`src/rtl/nachi_pkg.sv`:
```
// Shared definitions for the nachi multicycle datapath control: state encoding,
// opcodes and the mux / ALU select constants driven by the controller.
package nachi_pkg;

  typedef enum logic [3:0] {
    S_FETCH    = 4'd0,
    S_DECODE   = 4'd1,
    S_MEMADR   = 4'd2,
    S_MEMRD    = 4'd3,
    S_MEMWB    = 4'd4,
    S_MEMWR    = 4'd5,
    S_EXECUTE  = 4'd6,
    S_ALUWB    = 4'd7,
    S_BRANCH   = 4'd8,
    S_ADDIEXEC = 4'd9,
    S_ADDIWB   = 4'd10,
    S_JUMP     = 4'd11
  } state_t;

  localparam logic [5:0] OP_RTYPE = 6'h00;
  localparam logic [5:0] OP_J     = 6'h02;
  localparam logic [5:0] OP_BEQ   = 6'h04;
  localparam logic [5:0] OP_ADDI  = 6'h08;
  localparam logic [5:0] OP_LW    = 6'h23;
  localparam logic [5:0] OP_SW    = 6'h2B;

  localparam logic [1:0] ALU_ADD   = 2'b00;
  localparam logic [1:0] ALU_SUB   = 2'b01;
  localparam logic [1:0] ALU_FUNCT = 2'b10;

  localparam logic [1:0] SRCB_REG   = 2'b00;
  localparam logic [1:0] SRCB_FOUR  = 2'b01;
  localparam logic [1:0] SRCB_SEXT  = 2'b10;
  localparam logic [1:0] SRCB_SHIFT = 2'b11;

  localparam logic [1:0] PCSRC_ALU    = 2'b00;
  localparam logic [1:0] PCSRC_ALUOUT = 2'b01;
  localparam logic [1:0] PCSRC_JUMP   = 2'b10;

endpackage

```
`src/rtl/control_output_decode.sv`:
```
// Combinational map from controller state (plus mem_ready / zero qualifiers)
// to every datapath enable and mux select.
module control_output_decode
  import nachi_pkg::*;
(
  input  state_t     state,
  input  logic       reset,
  input  logic       mem_ready,
  input  logic       zero,
  output logic       mem_req,
  output logic       mem_write,
  output logic       ir_write,
  output logic       pc_en,
  output logic       reg_write,
  output logic       reg_dst,
  output logic       mem_to_reg,
  output logic       iord,
  output logic       alu_src_a,
  output logic [1:0] alu_src_b,
  output logic [1:0] pc_src,
  output logic [1:0] alu_op
);

  logic pc_write;
  logic branch;
  logic req_raw;
  logic wr_raw;
  logic ir_raw;
  logic rf_raw;

  always_comb begin
    req_raw    = 1'b0;
    wr_raw     = 1'b0;
    ir_raw     = 1'b0;
    rf_raw     = 1'b0;
    pc_write   = 1'b0;
    branch     = 1'b0;
    reg_dst    = 1'b0;
    mem_to_reg = 1'b0;
    iord       = 1'b0;
    alu_src_a  = 1'b0;
    alu_src_b  = SRCB_REG;
    pc_src     = PCSRC_ALU;
    alu_op     = ALU_ADD;
    unique case (state)
      S_FETCH: begin
        req_raw   = 1'b1;
        alu_src_b = SRCB_FOUR;
        ir_raw    = mem_ready;
        pc_write  = mem_ready;
      end
      S_DECODE: alu_src_b = SRCB_SHIFT;
      S_MEMADR, S_ADDIEXEC: begin
        alu_src_a = 1'b1;
        alu_src_b = SRCB_SEXT;
      end
      S_MEMRD: begin
        req_raw = 1'b1;
        iord    = 1'b1;
      end
      S_MEMWR: begin
        req_raw = 1'b1;
        iord    = 1'b1;
        wr_raw  = 1'b1;
      end
      S_MEMWB: begin
        rf_raw     = 1'b1;
        mem_to_reg = 1'b1;
      end
      S_EXECUTE: begin
        alu_src_a = 1'b1;
        alu_op    = ALU_FUNCT;
      end
      S_ALUWB: begin
        rf_raw  = 1'b1;
        reg_dst = 1'b1;
      end
      S_BRANCH: begin
        alu_src_a = 1'b1;
        alu_op    = ALU_SUB;
        pc_src    = PCSRC_ALUOUT;
        branch    = 1'b1;
      end
      S_ADDIWB: rf_raw = 1'b1;
      S_JUMP: begin
        pc_src   = PCSRC_JUMP;
        pc_write = 1'b1;
      end
      default: ;
    endcase
  end

  // Reset suppresses every write and the memory request without waiting for a clock edge.
  assign mem_req   = req_raw & ~reset;
  assign mem_write = wr_raw & ~reset;
  assign ir_write  = ir_raw & ~reset;
  assign reg_write = rf_raw & ~reset;
  assign pc_en     = (pc_write | (branch & zero)) & ~reset;

endmodule

```
`src/rtl/multicycle_control_fsm.sv`:
```
// Main multicycle controller: state register, opcode-driven next-state logic,
// and the combinational output decoder.
module multicycle_control_fsm
  import nachi_pkg::*;
(
  input  logic       clk,
  input  logic       reset,
  input  logic [5:0] opcode,
  input  logic       zero,
  input  logic       mem_ready,
  output logic       mem_req,
  output logic       mem_write,
  output logic       ir_write,
  output logic       pc_en,
  output logic       reg_write,
  output logic       reg_dst,
  output logic       mem_to_reg,
  output logic       iord,
  output logic       alu_src_a,
  output logic [1:0] alu_src_b,
  output logic [1:0] pc_src,
  output logic [1:0] alu_op,
  output logic       illegal
);

  state_t state;
  state_t state_nxt;
  logic   is_store;
  logic   is_store_nxt;

  always_ff @(posedge clk or posedge reset) begin
    if (reset) begin
      state    <= S_FETCH;
      is_store <= 1'b0;
    end else begin
      state    <= state_nxt;
      is_store <= is_store_nxt;
    end
  end

  // The lw/sw distinction is captured in DECODE so MEMADR ignores later opcode changes.
  always_comb begin
    state_nxt    = state;
    is_store_nxt = is_store;
    illegal      = 1'b0;
    unique case (state)
      S_FETCH: if (mem_ready) state_nxt = S_DECODE;
      S_DECODE: begin
        is_store_nxt = (opcode == OP_SW);
        case (opcode)
          OP_LW, OP_SW: state_nxt = S_MEMADR;
          OP_RTYPE:     state_nxt = S_EXECUTE;
          OP_BEQ:       state_nxt = S_BRANCH;
          OP_ADDI:      state_nxt = S_ADDIEXEC;
          OP_J:         state_nxt = S_JUMP;
          default: begin
            state_nxt = S_FETCH;
            illegal   = 1'b1;
          end
        endcase
      end
      S_MEMADR:   state_nxt = is_store ? S_MEMWR : S_MEMRD;
      S_MEMRD:    if (mem_ready) state_nxt = S_MEMWB;
      S_MEMWR:    if (mem_ready) state_nxt = S_FETCH;
      S_EXECUTE:  state_nxt = S_ALUWB;
      S_ADDIEXEC: state_nxt = S_ADDIWB;
      S_MEMWB, S_ALUWB, S_ADDIWB, S_BRANCH, S_JUMP: state_nxt = S_FETCH;
      default:    state_nxt = S_FETCH;
    endcase
  end

  control_output_decode u_dec (
    .state      (state),
    .reset      (reset),
    .mem_ready  (mem_ready),
    .zero       (zero),
    .mem_req    (mem_req),
    .mem_write  (mem_write),
    .ir_write   (ir_write),
    .pc_en      (pc_en),
    .reg_write  (reg_write),
    .reg_dst    (reg_dst),
    .mem_to_reg (mem_to_reg),
    .iord       (iord),
    .alu_src_a  (alu_src_a),
    .alu_src_b  (alu_src_b),
    .pc_src     (pc_src),
    .alu_op     (alu_op)
  );

endmodule

```
`config.mk`:
```
export PLATFORM = sky130hd
export DESIGN_NAME = multicycle_control_fsm
export DESIGN_NICKNAME = d
export VERILOG_FILES = /design/src/rtl/nachi_pkg.sv /design/src/rtl/control_output_decode.sv /design/src/rtl/multicycle_control_fsm.sv
export SDC_FILE = /design/constraint.sdc
export NUM_CORES = 1
export LEC_CHECK = 0
export CAP_MARGIN = 0
export CORE_UTILIZATION = 25
export CTS_BUF_LIST = sky130_fd_sc_hd__clkbuf_4 sky130_fd_sc_hd__clkbuf_8
export DETAILED_ROUTE_END_ITERATION = 12
export PLACE_DENSITY = 0.63
export SETUP_SLACK_MARGIN = 0.15
export SKIP_LAST_GASP = 1
export SLEW_MARGIN = 20
export SYNTH_ARGS = -nofsm -noshare
export SYNTH_HDL_FRONTEND = slang
export SYNTH_SLANG_ARGS = --single-unit
```
`constraint.sdc`:
```
create_clock -name clk -period 2.86 [get_ports clk]
set_input_delay 0.858 -clock clk [delete_from_list [all_inputs] [get_ports clk]]
set_output_delay 0.858 -clock clk [all_outputs]
set_load 0.01 [all_outputs]
```
# Yosys cells after proc, flatten, opt, wreduce, memory -nomap -nowiden
# Index checks and enable logic that the tools add are counted.
# word_totals
regBits	5
word_cells	60
inputBits	10
# op_classes
bitwise_logic	8
n_mux	21
n_reduce_logical	10
eq_ne	19
# op_table
operator	n
$pmux 4 s7	1
$pmux 4 s5	1
$eq 4x3->1 const B	4
$eq 4x4->1 const B	4
$eq 6x6->1 const B	2
$mux 4	3
$mux 1	11
$eq 4x2->1 const B	2
$pmux 2 s2	2
$and 1x1->1	6
$eq 6x2->1 const B	1
$eq 6x3->1 const B	1
$eq 6x4->1 const B	1
$logic_not 6->1	1
$ne 2x2->1 const B	3
$pmux 2 s3	1
$reduce_or 2->1	3
$reduce_or 3->1	2
$reduce_or 6->1	1
$eq 4x1->1 const B	1
$logic_not 4->1	1
$reduce_or 4->1	1
$mux 3	1
$reduce_and 3->1	1
3 further kinds	3

# Longest topological paths before layout
# depth
word_depth	5
depth_mapped	5

# Hierarchy
# Synthesis repeated with hierarchy kept, for this count alone.
# hier_totals
cells_unflattened	85
area_unflattened_um2	646.9
# modules_own_cells
module	cells_each	instances	area_each_um2
multicycle_control_fsm	50	1	439.2
control_output_decode	35	1	207.7

# Least setup slack after synthesis
# OpenSTA, ideal clock, no wires.
# synth_path
path_type	input to output
from	input opcode[1]
to	output illegal
path_slack_ps	547
arrival_ps	1455
cell_stages	3
required_time_ps	2002
path_cell_list	nor4_1 -> o21ai_0 -> and3b_1
# synth_between
elab_chain_len	4
# synth_lines
element	line_no	rtl
from (decl)	multicycle_control_fsm.sv:8	input logic [5:0] opcode,
$eq 6x6->1, or another cell as far along	multicycle_control_fsm.sv:50	case (opcode)
$reduce_or 6->1 (no source line) *	--	
$mux 1 *	multicycle_control_fsm.sv:50	
$mux 1 *	multicycle_control_fsm.sv:46	unique case (state)
to (decl)	multicycle_control_fsm.sv:23	output logic illegal
# Mark *: on every way between the ends. The rest lies on a longest branch, timed or not.

# Final worst setup path
# layout_path
from	input opcode[5]
to	output illegal
# The elaborated chain is that of the path after synthesis.

==> reports/results.ini <==
[power_and_ir_drop]
p_int_w=0.000379
p_leak_nw=0.484
peakVddDrop_mv=0.277
pwr-share-clk=0.139
seqPwrFrac=0.145
p_sw_w=0.000304
p_per_area_mw_per_mm2=685
p_comb_frac=0.716
swShare=0.445

[timing]
rsz0062_at_grt=false
hold_viol_final=0
fin_setup_tns_ns=0
final.setup_skew_ns=0.00612
period_needed_ns=2.66
slew_headroom=0.794
finalSetupViolations=0
worst_pin_slew_ns=0.305
hold_ws_ns=0.545
max_freq_ghz=0.376
period_share=0.929
setup_ws_ns=0.204
slew_viol_final=0

[detailed_routing]
drc_errors=0
routed_via_density=5.09
routed_wirelength_mm=1.83
post_drt_wl_per_cell_um=12.0
vias=774
antenna_left=0
detail_route.iter0.violations=25
first_pass_iters=4

[die]
num_rows=16
ios=26
die_y_um=49.8
fp.dieW_um=49.8
coreArea_mm2=0.00206
start_util=0.277
die-area_mm2=0.00248

[synth]
ys_types=27
ys_seq_elements=5
synth_common_cells=10 x nor2_1, 10 x nor3_1, 9 x a21oi_1
netlist.top_cell.by_area=dfrtp_1
synth_nets=92
netlist_top_cells_area=dfrtp_1 22%, nor3_1 8.8%, a21oi_1 7.9%
synth_flop_cell=dfrtp_1
ys_warn_count=0
synth_top_area_frac=0.219
yosysSeqAreaShare=0.219
syn_avg_cell_area_um2=6.97
async_flop_share=1.00
synthCells=82
synth_area_um2=572
synth-edff-count=0

[setup_path]
cp_max_fo=4
endpoint_kind=output port
cp_cell_sequence=dlygate4sd2_1 > and3_1 > o21ai_1 > and3b_1 > clkbuf_2
crit_required_ns=2.00
arrival_ns=1.80
critPathKind=input port to output port
start_kind=input port
critPathSlowestCell=dlygate4sd2_1
max_stage_delay_ns=0.29

[global_route]
grt_pass1_vias=718
grt_max_degree=16
track_usage=0.165
antenna_found_initial=0
gr-total-overflow=0
grt_pass1_wl_mm=3.13

[clock_network]
htree_levels=1
clockBufferDepth=2
clockRootBuffer=clkbuf_4
cts_sinks=5
cts_tree=done
clk_pin_slew_worst_paths_ns=0.04
cts_setup_buffers=0
hold_buffers=0
numCtsBuffers=3
clk-insertion-delay-late_ns=0.25

[placed_design]
dp_hpwl_mm=1.47
gp_congestion=0.788
pre_cts_slack_ns=-0.590
numPortBuffers=25

[finish]
area_delta_synth_final_pct=74.4
fillerInstances=212
fin_nets=136
n_antenna_cell=0
layout-drive-gt1-share=0.256

[run]
maxCapViolCount=0

[min_path]
hold_path_class=flop to flop

[status]
status=completed

metrics by stage:
step / utilization / power, W / instance area, µm² / std cells
2_1_floorplan: - / 0.000391 / 572 / 82
3_3_place_gp: 0.471 / 0.000607 / 972 / 148
3_5_place_dp: 0.471 / 0.000612 / 972 / 148
4_1_cts: 0.485 / 0.000693 / 1000 / 152
5_1_grt: 0.484 / 0.000739 / 997 / 152
6_report: 0.484 / 0.000683 / 997 / 152
layout make-up:
| class | count | area [µm²] | share of cell area |
|---|---|---|---|
| well taps | 27 | 33.8 | 0.0339 |
| multi-input cells | 68 | 424 | 0.425 |
| clock buffers | 4 | 30.0 | 0.0301 |
| repair buffers | 43 | 365 | 0.366 |
| flip-flops and latches | 5 | 125 | 0.125 |
| inverters | 5 | 18.8 | 0.0188 |
repair_timing:
action	in CTS	in global routing
pin swaps	2	4
setup endpoints to repair	6	3
resized for setup	21	12
final timing paths:
kind                           start  cells after the start       end  slack (ns)
max in group asynchronous      reset                      3  is_store        2.01
setup / recovery           opcode[5]                      5   illegal        0.20
setup reg to reg            state[1]                      4  state[1]        1.42
hold reg to reg             is_store                      1  is_store        0.54
hold / removal              is_store                      1  is_store        0.54
min in group asynchronous      reset                      3  state[1]        0.74
kinds of logic after synthesis:
kind of cell           count (synthesis)  share of synthesized area
AND/OR/NAND/NOR                       40                      0.392
AO/OA/AOI/OAI                         24                      0.260
buffers and inverters                  9                     0.0656
flip-flops                             5                      0.219
XOR/XNOR                               3                     0.0460
multiplexers                           1                     0.0175
critical path: cells and delay by family:
family / cells / cell delay [ns]
and+or+nand+nor: 2 / 0.39
buffers and inverters: 2 / 0.42
AOI/OAI and AO/OA: 1 / 0.13
flip-flops by register name, indices dropped and copies added, names as in the netlist:
register and count:
is_store 1, state 4
routing by layer:
metal  track usage  share of wire  vias to the layer above  wire length, µm
met4         0.100          0.019                        0               34
met2         0.259           0.48                       24              882
met1         0.219           0.47                      353              853
met5             0              0                        -                0
met3       0.00926          0.032                        4               58
li1              -              -                      393                -
cell usage in the layout (no fill, tap or decap):
cell type        count
mux2i_1              1
clkbuf_4             4
dlygate4sd2_1        7
o32ai_1              1
a32o_1               1
a41o_1               1
o21ai_0              6
o311ai_0             1
clkdlybuf4s15_2      1
nor3_1              10
nor4_4               1
and3_1               2
nor3_4               1
dlymetal6s2s_1       3
clkdlybuf4s15_1      1
o211ai_1             1
inv_1                3
o21ai_1              1
a21oi_1              9
nand3_1              1
dfrtp_1              5
nor4_1               1
a211oi_1             1
inv_2                2
clkbuf_2             3
a41oi_1              1
buf_4               18
and3b_1              1
or4b_4               1
clkdlybuf4s50_1      9
buf_2                1
xor2_1               3
nand2_1              4
and4_1               1
a21o_1               1
nor2_1              10
nand2b_1             7
power by group through the flow:
| stage | Sequential [W] | Clock [W] | Combinational (W) |
|---|---|---|---|
| 3_3_place_gp | 0.0000991 | 0 | 0.000508 |
| 5_1_grt | 0.000102 | 0.000104 | 0.000534 |
| 2_1_floorplan | 0.000106 | 0 | 0.000284 |
| 3_5_place_dp | 0.000101 | 0 | 0.000512 |
| 4_1_cts | 0.0000994 | 0.0000984 | 0.000495 |
| 6_report | 0.0000993 | 0.0000947 | 0.000489 |
(Power assumes the default switching activity.)
